$ cat src/rtl/button_conditioner.sv
// button_conditioner
//   Synchronises and debounces seven raw board inputs. There are three voting
//   buttons, three equalizer buttons and one activator switch. The buttons and
//   equalizers each produce a single-cycle pulse per accepted press. The
//   activator produces a clean debounced level.
//
//   Channel order (bit index): 0..2 buttons, 3..5 equalizer, 6 activator.
//
// Ports
//   clk           : system clock, rising edge
//   rst           : asynchronous active-low reset
//   activator_raw : raw activator switch
//   buttons_raw   : raw voting buttons [2:0]
//   equalizer_raw : raw equalizer buttons [2:0]
//   activator     : debounced activator level (registered)
//   buttons       : one-cycle press pulse per voting button (registered)
//   equalizer     : one-cycle press pulse per equalizer button (registered)
module button_conditioner #(
  parameter int DEBOUNCE_TICKS = 1_000_000,
  parameter int CNT_WIDTH      = 20,
  parameter bit RAW_ACTIVE_LOW = 1'b0
) (
  input  logic       clk,
  input  logic       rst,
  input  logic       activator_raw,
  input  logic [2:0] buttons_raw,
  input  logic [2:0] equalizer_raw,
  output logic       activator,
  output logic [2:0] buttons,
  output logic [2:0] equalizer
);

  localparam int NCH = 7;
  localparam int NPULSE = 6;
  localparam logic [CNT_WIDTH-1:0] CNT_LAST = CNT_WIDTH'(DEBOUNCE_TICKS - 1);
  localparam logic [CNT_WIDTH-1:0] CNT_ONE  = CNT_WIDTH'(1);
  localparam logic [CNT_WIDTH-1:0] CNT_ZERO = CNT_WIDTH'(0);

  logic [NCH-1:0]    raw_s;
  logic [NCH-1:0]    sync1_r;
  logic [NCH-1:0]    sync2_r;
  logic [NCH-1:0]    stable_r;
  logic [NCH-1:0]    stable_nxt_s;
  logic [NPULSE-1:0] pulse_r;
  logic [NPULSE-1:0] pulse_nxt_s;
  logic [CNT_WIDTH-1:0] cnt_r     [NCH];
  logic [CNT_WIDTH-1:0] cnt_nxt_s [NCH];

  // Polarity fix: normalise every channel so that 1 means "pressed/on".
  always_comb begin
    if (RAW_ACTIVE_LOW) begin
      raw_s = ~{activator_raw, equalizer_raw, buttons_raw};
    end else begin
      raw_s = {activator_raw, equalizer_raw, buttons_raw};
    end
  end

  // Two-flop synchroniser per channel.
  always_ff @(posedge clk or negedge rst) begin
    if (!rst) begin
      sync1_r <= {NCH{1'b0}};
      sync2_r <= {NCH{1'b0}};
    end else begin
      sync1_r <= raw_s;
      sync2_r <= sync1_r;
    end
  end

  // Debounce next-state logic. A mismatch must persist for DEBOUNCE_TICKS
  // consecutive edges before stable follows. Any return to agreement clears
  // the run, so the counter never passes CNT_LAST.
  always_comb begin
    stable_nxt_s = stable_r;
    for (int ch = 0; ch < NCH; ch++) begin
      cnt_nxt_s[ch] = CNT_ZERO;
      if (sync2_r[ch] == stable_r[ch]) begin
        cnt_nxt_s[ch] = CNT_ZERO;
      end else if (cnt_r[ch] < CNT_LAST) begin
        cnt_nxt_s[ch] = cnt_r[ch] + CNT_ONE;
      end else begin
        stable_nxt_s[ch] = sync2_r[ch];
        cnt_nxt_s[ch]    = CNT_ZERO;
      end
    end
  end

  // A pulse fires only on a 0->1 flip of stable. A release gives no pulse.
  always_comb begin
    pulse_nxt_s = {NPULSE{1'b0}};
    for (int ch = 0; ch < NPULSE; ch++) begin
      pulse_nxt_s[ch] = stable_nxt_s[ch] & ~stable_r[ch];
    end
  end

  // Debounce state and pulse registers.
  always_ff @(posedge clk or negedge rst) begin
    if (!rst) begin
      stable_r <= {NCH{1'b0}};
      pulse_r  <= {NPULSE{1'b0}};
      for (int ch = 0; ch < NCH; ch++) begin
        cnt_r[ch] <= CNT_ZERO;
      end
    end else begin
      stable_r <= stable_nxt_s;
      pulse_r  <= pulse_nxt_s;
      for (int ch = 0; ch < NCH; ch++) begin
        cnt_r[ch] <= cnt_nxt_s[ch];
      end
    end
  end

  assign buttons   = pulse_r[2:0];
  assign equalizer = pulse_r[5:3];
  assign activator = stable_r[6];

endmodule
$ cat config.mk
export PLATFORM = sky130hd
export DESIGN_NAME = button_conditioner
export DESIGN_NICKNAME = d
export VERILOG_FILES = /design/src/rtl/button_conditioner.sv
export SDC_FILE = /design/constraint.sdc
export NUM_CORES = 1
export LEC_CHECK = 0
export CAP_MARGIN = 25
export CORE_ASPECT_RATIO = 1.75
export CORE_MARGIN = 8
export CORE_UTILIZATION = 55
export DETAILED_ROUTE_END_ITERATION = 7
export PLACE_DENSITY = 0.84
export RECOVER_POWER = 25
export SYNTH_ARGS = -nofsm -noshare
export SYNTH_HDL_FRONTEND = slang
export SYNTH_SLANG_ARGS = --single-unit
$ cat constraint.sdc
create_clock -name clk -period 2.1 [get_ports clk]
set_input_delay 0.21 -clock clk [delete_from_list [all_inputs] [get_ports clk]]
set_output_delay 0.21 -clock clk [all_outputs]
set_load 0.02 [all_outputs]
After elaboration in Yosys (flattened, before gate mapping)
Index checks and enable logic that the tools add are counted.
{ "op_classes": {"n_reduce_logical": 1, "muxes": 26, "n_bitwise": 14, "n_addsub": 7, "eq_ne": 7, "magnitude_cmp": 7} }
{ "op_table": {"columns": ["op", "n"], "rows": [
  ["two-way mux 20 bit", 14],
  ["adder 20 x 1 -> 20 bit (second input constant)", 7],
  ["< comparator 20 bit (second input constant)", 7],
  ["two-way mux 1 bit", 12],
  ["inverter 1 bit", 8],
  ["== test 1 bit", 7],
  ["AND 1 bit", 6],
  ["AND reduction 2 bit", 1]
]} }
{ "totals": {"reg_bits": 167, "wordCells": 74} }

Longest topological paths before layout
Gate-level depths: netlist of run 1.
{ "logic_depth": {"depth_word": 4, "ltp_mapped": 7, "mapped_depth_nobuf": 5} }

Worst setup path after synthesis of run 1
OpenSTA, ideal clock, no wires.
{ "synth_timing": {"kind": "register -> register", "startpoint": "register cnt_r[0] in the netlist's numbering", "endpoint": "register cnt_r[18] in the netlist's numbering", "setup_slack_ns": 0.193, "stages_incl_launch_ff": 6, "t_required_ns": 2.020, "arrival_ns": 1.827, "path_cell_list": "dfrtp_1 -> ha_1 -> nand2_1 -> or4_4 -> or4_1 -> a21oi_1"} }
{ "synth_rtl": {"columns": ["element", "line_no", "text"], "rows": [
  ["start: declaration", "46", "logic [CNT_WIDTH-1:0] cnt_r [NCH];"],
  ["start signal: indexed assignment", "107", "cnt_r[ch] <= cnt_nxt_s[ch];"]
]} }

Worst setup path after layout of run 1
{ "layout_timing": {"startpoint": "register cnt_r[30] in the netlist's numbering", "endpoint": "register stable_r[5]"} }
{ "layout_between": {"elab_chain_len": 3} }
{ "layout_lines": {"columns": ["element", "line_no", "text"], "rows": [
  ["< comparator 20 bit", "78", "end else if (cnt_r[ch] < CNT_LAST) begin"],
  ["two-way mux 1 bit", "78", null],
  ["two-way mux 1 bit", "76", "if (sync2_r[ch] == stable_r[ch]) begin"],
  ["via stable_nxt_s[5]", "43", "logic [NCH-1:0] stable_nxt_s;"],
  ["end signal: assignment", "98", "stable_r <= {NCH{1'b0}};"],
  ["end signal: assignment", "104", "stable_r <= stable_nxt_s;"],
  ["end: declaration", "42", "logic [NCH-1:0] stable_r;"]
]} }
The timed path passes the listed nets, and every way through them passes these cells.
A chain may end at the register's enable or synchronous reset.

==> reports/results.tsv, run 1 <==
stage	metric	value	unit
critical_path	crit_path_start_kind	flop	
critical_path	cp.arrival	2300	ps
worst_hold_path	min-delay-start	buttons_raw[0]	
grt	grt_pass1_vias	6575	
pwr	sw_frac_of_total	22.9	%
sta	finalHoldViolCount	0	
clocking	path_clk_slew	60	ps
pwr	ir_worst_vdd	474	µV
logic_synthesis	synth_nets	848	
drt	routed_wl	16600	µm
pwr	combPwrFrac	3.2	%
drt	num_vias	6481	
critical_path	path_max_fanout	5	
grt	gr-total-overflow	0	
grt	grt_max_degree	53	
logic_synthesis	synth_cell_type_count	61	
clocking	insertion_delay	420	ps
critical_path	cp.buffers_inverters	1	
outcome	status	complete, no violations	
floorplanning	fp-row-count	59	
logic_synthesis	synth_edf_count	0	
clocking	cts-root-buf	clkbuf_16	
logic_synthesis	avgSynthCellArea	9.91	µm²
floorplanning	start_util	55.8	%
finish	final_layout_size_suffix_gt1_share	11.3	%
logic_synthesis	ys_top_cells_by_area	dfrtp_1 51%, xnor2_1 5.7%, xor2_1 4.0%	
finish	insertedDiodeCount	0	
place	gp_congestion	0.859	
logic_synthesis	synthFlopType	dfrtp_1	
pwr	pwr-share-clk	46.9	%
critical_path	crit_chain	or4_1 -> a211oi_2 -> o211ai_1 -> buf_4 -> mux2_2	
critical_path	cp-end-kind	flop	
sta	final.min_clock_period	2000	ps
logic_synthesis	async_reset_ff_share	100	%
drt	route.detailed.wl_per_inst	15.4	µm
sta	finClkSkew	13.6	ps
critical_path	crit_path_max_incr_delay	580	ps
sta	finalSetupViolCount	0	
sta	worstMarginPinSlew	1240	ps
critical_path	critical_path_class	flop to flop	
logic_synthesis	yosys.area.top_type_share	50.7	%
finish	instances_no_fill	1077	
logic_synthesis	synth_area	8240	µm²
clocking	cts_sinks	167	
sta	report.final.slew_viol_count	0	
worst_hold_path	min_path_cells	1	
critical_path	crit_family	simple AND/OR/NAND/NOR gates	
place	pre_cts_ws	-11.7	ps
clocking	cts_tree	yes	
sta	max_slew_margin	17.3	%
grt	grt_pass1_wl	29100	µm
critical_path	r2r_start	cnt_r[30]	
worst_hold_path	min_path_type	input port to flop	
critical_path	rrSetupSlack	100	ps
pwr	switching_power	0.00152	W
clocking	cts_inserted_buffers	17	
drt	ant_nets	0	
logic_synthesis	yosysTopAreaCell	dfrtp_1	
logic_synthesis	synthCells	832	
drt	viasPerCell	6.02	
finish	syn2layout_area_growth	14.7	%
sta	setup_slack	103	ps
worst_hold_path	hold_end	sync1_r[0]	
logic_synthesis	ys_seq_area_share	50.7	%
logic_synthesis	ys_seq_elements	167	
critical_path	crit_slowest_cell	or4_1	
grt	grt_antenna_before_repair	0	
grt	grtUsageTotal	18.2	%
critical_path	r2r_end	stable_r[5]	
clocking	cts.htree.levels	4	
place	port_buffers	15	
logic_synthesis	synth.most_common_cell	dfrtp_1	
drt	drc	0	
sta	max_freq	501	MHz
critical_path	worstPathRequired	2400	ps
pwr	p_leak	3.86	nW
logic_synthesis	yosys-top-cells-count	167 x dfrtp_1, 70 x nor2_1, 59 x nand3_1	
floorplanning	die-area	19300	µm²
floorplanning	pin_count	16	
drt	dr.pass1.iters	4	
critical_path	path_depth	5	
floorplanning	die_y	178	µm
logic_synthesis	yosys_warnings	0	
pwr	p_per_area	702	nW/µm²
place	dp_hpwl	11400	µm
pwr	pwr-share-seq	49.9	%
sta	finalCritPeriodShare	95.1	%
critical_path	r2r_cells	5	
clocking	cts_buffer_depth	2	
place	dp.cells	1042	
drt	drt-initial-drc-count	272	
pwr	internal_power	0.00511	W
flow_run	cap_violations	0	
finish	nets	897	
floorplanning	core_region_area	14800	µm²
floorplanning	dieWidth	109	µm
## metrics by stage
step	power, W	utilization (%)	TNS [ps]	area (µm²)	hold slack, ps
3_3_place_gp	0.00358	59.7	0	8810	178
5_1_grt	0.00689	64.0	-7.14	9450	332
6_report	0.00664	64.0	0	9450	347
2_1_floorplan	0.00346	-	0	8240	-85.6
3_5_place_dp	0.00359	59.8	-11.7	8820	183
4_1_cts	0.00672	63.9	0	9440	213
## how the worst max path moves through the flow
stage,startpoint,slack [ps],to
after floorplan,cnt_r[0],190,cnt_r[18]
after global placement,cnt_r[95],60,cnt_r[92]
after detailed placement,cnt_r[30],-10,cnt_r[35]
after CTS,cnt_r[30],40,stable_r[5]
after global routing,cnt_r[20],-7,cnt_r[34]
final,cnt_r[30],100,stable_r[5]
## routing by layer
layer / GRT usage, % / up-vias / wire length, µm
met5: 0 / - / 0
met4: 6.71 / 0 / 327
met3: 3.09 / 31 / 332
met2: 34.6 / 92 / 9410
met1: 19.2 / 3232 / 6520
li1: - / 3126 / -
## sequential cells by signal, summed over array words and instances (netlist names)
name      count
pulse_r       6
sync2_r       7
sync1_r       7
stable_r      7
cnt_r       140
## cells by family (layout without fill, tap and decap cells)
group	after synthesis	count (layout)	synth area share, %
simple gates	389	389	25.6
flops	167	167	50.7
compound gates	121	121	9.73
xor+xnor	92	92	9.78
buf+inv	52	114	2.55
fa+ha+maj	7	7	1.06
mux	4	4	0.546
## power groups by stage
stage	clock [W]	sequential (W)	combinational (W)
6_report	0.00311	0.00331	0.000211
5_1_grt	0.00333	0.00332	0.000244
4_1_cts	0.00319	0.00331	0.000223
3_5_place_dp	0	0.00337	0.000219
3_3_place_gp	0	0.00337	0.000213
2_1_floorplan	0	0.00336	0.0000996
## final cells by class
cell class	count	area [µm²]
Tap cell	183	229
Clock inverter	15	169
Clock buffer	17	425
Multi-Input combinational cell	613	3870
Sequential cell	167	4180
Inverter	26	97.6
Timing Repair Buffer	56	475
Fill cell	1166	5310
## layout by cell type (no fill, tap or decap), drive strengths merged, types with 4 or more instances in the layout
cell and count:
nand4 26, xor2 38, dfrtp 167, nor4 17, o21ai 36, nand2 53, inv 31, and4 8
clkbuf 18, mux2 4, clkdlybuf4s50 7, ha 7, o31ai 8, or2 5, nand3 60, nor2 70
or3 32, a31oi 4, nor3 57, clkinv 6, and3 20, a21oi 24, dlygate4sd3 8, a211oi 15
xnor2 54, o211ai 10, buf 40, or4 21, nor3b 6
## repair_timing
| action | CTS | global route |
|---|---|---|
| hold buffers | 1 | 0 |
| endpoints found under the hold margin | 44 | 0 |
| endpoints found under the setup margin | 15 | 24 |
| setup buffers | 1 | 1 |
| gates resized for setup | 0 | 6 |
| pin swaps | 1 | 0 |
No activity file was read; power rests on OpenSTA's default activity.
==> run 2: changes to the inputs <==
--- a/config.mk
+++ b/config.mk
@@ -5,11 +5,12 @@
 export SDC_FILE = /design/constraint.sdc
 export NUM_CORES = 1
 export LEC_CHECK = 0
-export CAP_MARGIN = 25
+export CAP_MARGIN = 15
 export CORE_ASPECT_RATIO = 1.75
 export CORE_MARGIN = 8
 export CORE_UTILIZATION = 55
 export DETAILED_ROUTE_END_ITERATION = 7
+export MAX_ROUTING_LAYER = met4
 export PLACE_DENSITY = 0.84
 export RECOVER_POWER = 25
 export SYNTH_ARGS = -nofsm -noshare
==> reports/results.tsv, run 2 (synthesis gave the netlist of run 1 again) <==
stage	metric	value	unit	change
outcome	status	complete, no violations		unchanged
clocking	insertion_delay	410	ps	was 420 ps
place	pre_cts_ws	-72.2	ps	was -11.7 ps
sta	final.min_clock_period	2050	ps	was 2000 ps
place	dpl_cell_area	8810	µm²	was 8820 µm²
floorplanning	core_region_area	14800	µm²	unchanged
critical_path	r2r_cells	5		unchanged
pwr	p_leak	3.86	nW	about the same
pwr	p_per_area	696	nW/µm²	was 702 nW/µm²
grt	grt_pass1_vias	6586		was 6,575
critical_path	cp-end-kind	flop		unchanged
finish	fin_area	9440	µm²	was 9450 µm²
finish	final_util	64.0	%	about the same
clocking	cts_inserted_buffers	17		unchanged
drt	drc	0		unchanged
drt	route.detailed.wl_per_inst	15.4	µm	about the same
floorplanning	pin_count	16		unchanged
finish	syn2layout_area_growth	14.6	%	was 14.7%
floorplanning	die-area	19300	µm²	unchanged
sta	finalSetupViolCount	0		unchanged
critical_path	path_depth	5		unchanged
sta	report.final.slew_viol_count	0		unchanged
drt	viasPerCell	5.94		was 6.02
flow_run	cap_violations	0		unchanged
critical_path	crit_chain	or4_1 -> a211oi_1 -> o211ai_1 -> buf_4 -> mux2_2		was or4_1 -> a211oi_2 -> o211ai_1 -> buf_4 -> mux2_2
clocking	cts_tree	yes		unchanged
clocking	path_clk_slew	60	ps	about the same
sta	finalHoldViolCount	0		unchanged
critical_path	crit_path_start_kind	flop		unchanged
clocking	cts.htree.levels	4		unchanged
critical_path	worstPathRequired	2400	ps	about the same
sta	finClkSkew	9.47	ps	was 13.6 ps
pwr	power	0.00657	W	was 0.00664 W
critical_path	cp.buffers_inverters	1		unchanged
finish	mostFrequentLayoutCells	167 x dfrtp_1, 70 x nor2_1, 59 x nand3_1		unchanged
floorplanning	start_util	55.8	%	unchanged
critical_path	cp.arrival	2350	ps	was 2300 ps
critical_path	path_max_fanout	5		unchanged
floorplanning	die_y	178	µm	unchanged
drt	dr.pass1.iters	4		unchanged
critical_path	r2r_end	stable_r[5]		unchanged
sta	setup_slack	45.4	ps	was 103 ps
finish	max_flop_register	cnt_r		unchanged
place	dp_hpwl	11300	µm	was 11,400 µm
sta	max_slew_margin	15.8	%	was 17.3%
sta	max_freq	487	MHz	was 501 MHz
finish	nets	896		was 897
grt	grt_max_degree	53		unchanged
critical_path	crit_start	cnt_r[31]		was cnt_r[30]
clocking	cts-root-buf	clkbuf_16		unchanged
finish	largest_reg_flops	140		unchanged
grt	grtUsageTotal	19.1	%	was 18.2%
sta	finalCritPeriodShare	97.8	%	was 95.1%
critical_path	crit_path_max_incr_delay	550	ps	was 580 ps
critical_path	crit_path_end	stable_r[5]		unchanged
drt	drt-initial-drc-count	274		was 272
sta	worstMarginPinSlew	1260	ps	was 1240 ps
drt	ant_nets	0		unchanged
grt	grt_pass1_wl	29400	µm	was 29,100 µm
critical_path	critical_path_class	flop to flop		unchanged
worst_hold_path	min_path_type	flop to flop		was input port to flop
grt	gr-total-overflow	0		unchanged
finish	final_common_cell	dfrtp_1		unchanged
sta	fin_tns_setup	0	ps	unchanged
clocking	cts_buffer_depth	2		unchanged
floorplanning	dieWidth	109	µm	unchanged
grt	grt_antenna_before_repair	0		unchanged
place	gp_congestion	0.873		was 0.859
place	port_buffers	15		unchanged
pwr	ir_worst_vdd	468	µV	was 474 µV
floorplanning	fp-row-count	59		unchanged
critical_path	rrSetupSlack	50	ps	was 100 ps
clocking	cts_sinks	167		unchanged
drt	num_vias	6391		was 6,481
finish	n_fill_cell	1170		was 1,166
critical_path	crit_slowest_cell	or4_1		unchanged
critical_path	r2r_start	cnt_r[31]		was cnt_r[30]
finish	final_layout_size_suffix_gt1_share	11.0	%	was 11.3%
critical_path	crit_family	simple AND/OR/NAND/NOR gates		unchanged
drt	routed_wl	16600	µm	about the same
finish	insertedDiodeCount	0		unchanged
run 2: worst register-to-register path, cell delays in order, from the launching register on:
cell      delay (ps)
dfrtp_1          390
or4_1            550
a211oi_1         300
o211ai_1         230
buf_4            210
mux2_2           270
run 2: power breakdown:
part | switching [W] | total (W) | internal [W]
Sequential | 0.0000481 | 0.00331 | 0.00326
Combinational | 0.000141 | 0.000211 | 0.0000704
Clock | 0.00126 | 0.00305 | 0.00179
run 2: final cells by class:
cell class | instances | area, µm² | share of cell area (%)
Clock buffer | 18 | 439 | 4.65
Clock inverter | 14 | 148 | 1.56
Inverter | 26 | 97.6 | 1.03
Multi-Input combinational cell | 613 | 3880 | 41.1
Sequential cell | 167 | 4180 | 44.3
Tap cell | 183 | 229 | 2.42
Timing Repair Buffer | 55 | 473 | 5.01
run 2: layer usage:
layer	part of all wire [%]	routed length, µm	global-route usage [%]
met1	39	6420	19.2
met2	58	9540	35.1
met3	2.0	336	3.53
met4	1.7	284	7.06
met5	0	0	-
run 2: how the worst min path moves through the flow:
| stage | slack, ps | startpoint | cells after the start | endpoint |
|---|---|---|---|---|
| global placement | 180 | rst | 1 | sync1_r[5] |
| global route | 330 | buttons_raw[2] | 1 | sync1_r[2] |
| floorplan | -90 | rst | 0 | cnt_r[0] |
| CTS | 210 | buttons_raw[0] | 1 | sync1_r[0] |
| detailed placement | 180 | rst | 1 | sync1_r[5] |
| finish | 350 | sync1_r[0] | 0 | sync2_r[0] |
run 2: timing repair:
action,CTS,global route
hold endpoints to repair,44,0
setup endpoints to repair,14,28
pin swaps,1,1
gates resized for setup,1,4
hold buffers,1,0
setup buffers,0,2
run 2: through the flow:
| stage | instances | hold WS (ps) |
|---|---|---|
| 6_report | 1076 | 350 |
| 5_1_grt | 1076 | 332 |
| 4_1_cts | 1074 | 214 |
| 3_5_place_dp | 1041 | 184 |
| 3_3_place_gp | 1041 | 178 |
| 2_1_floorplan | 832 | -85.6 |
==> run 3: changes to the inputs <==
--- a/config.mk
+++ b/config.mk
@@ -5,7 +5,6 @@
 export SDC_FILE = /design/constraint.sdc
 export NUM_CORES = 1
 export LEC_CHECK = 0
-export CAP_MARGIN = 15
 export CORE_ASPECT_RATIO = 1.75
 export CORE_MARGIN = 8
 export CORE_UTILIZATION = 55
==> results of run 3 <==
Final layout, timing and power as in run 2 (identical DEF).
==> patch (config.mk and constraints of run 3) <==
Change the parameter `CNT_WIDTH` from 20 to 40.
--- a/src/rtl/button_conditioner.sv
+++ b/src/rtl/button_conditioner.sv
@@ -17,7 +17,7 @@
 //   equalizer     : one-cycle press pulse per equalizer button (registered)
 module button_conditioner #(
   parameter int DEBOUNCE_TICKS = 1_000_000,
-  parameter int CNT_WIDTH      = 20,
+  parameter int CNT_WIDTH      = 40,
   parameter bit RAW_ACTIVE_LOW = 1'b0
 ) (
   input  logic       clk,
Behaviour: no difference found for any inputs over 10 cycles, from zero or initial values and one cycle with rst low; that may be too few to reach the edited logic, so the function may still have changed.
==> patch against run 3 <==
- power is 69% higher
- sequential share of layout area is 12 points higher
- wire length is 17% higher
- global-route usage is 3.0 points lower
- design area is 46% higher
- sequential cell count is 140 higher
- synthesized area is 41% higher
- sequential power is 85% higher
- setup slack better by 0.034 ns
- worst hold slack worse by 0.12 ns
- first-iteration DRC count is 7.3% lower
- critical endpoint is now stable_r[2]$_DFF_PN0_
==> patch: results (changes against run 3) <==
- Longest Clk Path Bufs: 3 (was 2)
- Slowest library cell on the worst path: or4_1 (unchanged)
- FFs w/ async S/R, synth: 100.0% (unchanged)
- Buffers added on ports: 15 (unchanged)
- Register area share after synthesis: 65.98% (was 50.71%)
- Int Power: 8.838 mW (was 5.122 mW)
- HPWL after detailed placement: 12820 µm (was 11340 µm)
- Top reg by flops: cnt_r (unchanged)
- Antenna cells: 0 (unchanged)
- Worst VDD drop: 0.0008552 V (was 0.0004683 V)
- WHS Path Cells: 1 (was 0)
- Worst path max stage delay: 0.55 ns (about the same)
- Max FO, Critical Path: 2 (was 5)
- Top routing layer in use: met4 (unchanged)
- Post-Route Skew: 0.006049 ns (was 0.009474 ns)
- Initial antenna violation count: 0 (unchanged)
- Total GRT Usage: 16.07% (was 19.05%)
- DRT Pass-1 Iters: 5 (was 4)
- Nets@finish: 1180 (was 896)
- Number of fill cells: 1476 (was 1170)
- Outcome: finished, final reports clean (unchanged)
- Vias in the first global route: 7880 (was 6586)
- Initial DRC Count: 254 (was 274)
- Leak: 5.885 nW (was 3.863 nW)
- Post-Route M1 WL: 7438 µm (was 6421 µm)
- Num CTS Buffers: 27 (was 17)
- DRC Markers: 0 (unchanged)
- Post-CTS Setup Bufs: 0 (unchanged)
- Largest net degree at the start of global routing: 78 (was 53)
- Grt met2 use: 30.35% (was 35.10%)
- H-tree level count: 1 (was 4)
- Global Route met3 Usage: 1.972% (was 3.527%)
- WL final: 19420 µm (was 16580 µm)
- Clk_lat worst skew: 0.53 ns (was 0.41 ns)
- Most frequent cells after synthesis: 307 x dfrtp_1, 175 x nor2_1, 72 x xor2_1 (was 167 x dfrtp_1, 70 x nor2_1, 59 x nand3_1)
- CTS clk-pin slew, worst paths: 0.06 ns (about the same)
- Placer Congestion: 0.7935 (was 0.8732)
- Vias/cell: 5.135 (was 5.940)
- Detail Route met2 WL: 10870 µm (was 9538 µm)
- Synth Warn #: 0 (unchanged)
- Ranking of synthesized cells by area: dfrtp_1 66%, nor2_1 5.6%, xor2_1 5.4% (was dfrtp_1 51%, xnor2_1 5.7%, xor2_1 4.0%)
- First-pass GRT wire length: 34360 µm (was 29410 µm)
- R2R depth: 4 (was 5)
- Layout cell share with drive strength beyond 1: 7.770% (was 10.97%)
- Library cells used by synthesis: 42 (was 61)
- Global Route met1 Usage: 16.15% (was 19.23%)
- Wire length on met3: 518 µm (was 336 µm)
- Hold WC Path Type: input pin to register (was register to register)
- Largest register FFs: 280 (was 140)
- Tightest Pin Transition: 1.044 ns (was 1.263 ns)
- Cell class contributing the biggest share of worst-path delay: simple AND/OR/NAND/NOR gates (unchanged)
- Root buffer cell: clkbuf_16 (unchanged)
[patch: cell types whose count changed after synthesis, moves of 9 or more]
cell      change
a21oi_1      -21
nand4_1       +9
xor2_1       +34
dfrtp_1     +140
nor4_1       +16
nor2_1      +105
clkbuf_1      -9
o21ai_0      -34
a211oi_1     -12
nor3_1       -31
and4_1       +11
or3_1        -30
[patch: layout make-up]
type,instances,area share (%)
Timing Repair Buffer,49,3.471
Inverter,18,0.4906
Tap cell,252,2.290
Multi-Input combinational cell,761,31.56
Clock inverter,16,0.8995
Clock buffer,33,5.506
Sequential cell,307,55.79
[patch: cell families (layout without fill, tap and decap cells)]
kind of cell / count (synthesis) / count (layout) / synth area share [%]
AOI/OAI and AO/OA: 27 / 27 / 1.977
xor gates and xnor gates: 131 / 131 / 9.854
adders and majority gates: 7 / 7 / 0.7522
buffers and inverters: 36 / 116 / 1.354
DFF: 307 / 307 / 65.98
muxes: 7 / 7 / 0.6770
other: 1 / 140 / 0.03221
and+or+nand+nor: 449 / 449 / 19.37
[patch: timing repair]
action	CTS	global route
endpoints found under the setup margin	1	24
hold buffers	1	0
pin swaps	1	1
endpoints found under the hold margin	68	0
cloned	0	0
gates resized for setup	1	3
[patch: path summary, 6_finish.rpt]
| check | start | end | slack [ns] |
|---|---|---|---|
| max in group asynchronous | rst | cnt_r[234]$_DFF_PN0_ | 0.53 |
| worst max register to register | cnt_r[172]$_DFF_PN0_ | stable_r[2]$_DFF_PN0_ | 0.08 |
| worst min register to register | sync1_r[2]$_DFF_PN0_ | sync2_r[2]$_DFF_PN0_ | 0.35 |
| worst max-delay path | cnt_r[172]$_DFF_PN0_ | stable_r[2]$_DFF_PN0_ | 0.08 |
| min in group asynchronous | rst | cnt_r[45]$_DFF_PN0_ | 0.42 |
| worst min-delay path | equalizer_raw[2] | sync1_r[5]$_DFF_PN0_ | 0.23 |
[patch: power groups by stage]
stage	registers (mW)	clock network [mW]	logic, mW
6_report	6.13	4.77	0.233
5_1_grt	6.14	5.12	0.281
4_1_cts	6.13	4.93	0.240
3_5_place_dp	6.24	0	0.237
3_3_place_gp	6.23	0	0.232
2_1_floorplan	6.23	0	0.0530
[patch: metrics by stage]
stage | utilization (%) | cells | instance area, µm² | setup TNS (ns) | setup slack, ns
after floorplan | - | 1104 | 12170 | 0 | 0.05002
after global placement | 61.79 | 1386 | 12880 | 0 | 0.05652
after detailed placement | 61.79 | 1386 | 12880 | -0.02079 | -0.02079
after CTS | 66.11 | 1436 | 13780 | 0 | 0.04925
after global routing | 66.06 | 1436 | 13770 | -0.01277 | -0.01277
final | 66.06 | 1436 | 13770 | 0 | 0.07897
[patch: worst reg2reg max path: stages (launching register included)]
cell and delay (ns):
dfrtp_1 0.37, or4_1 0.55, or4_4 0.47, o21ai_4 0.16, mux2_2 0.36
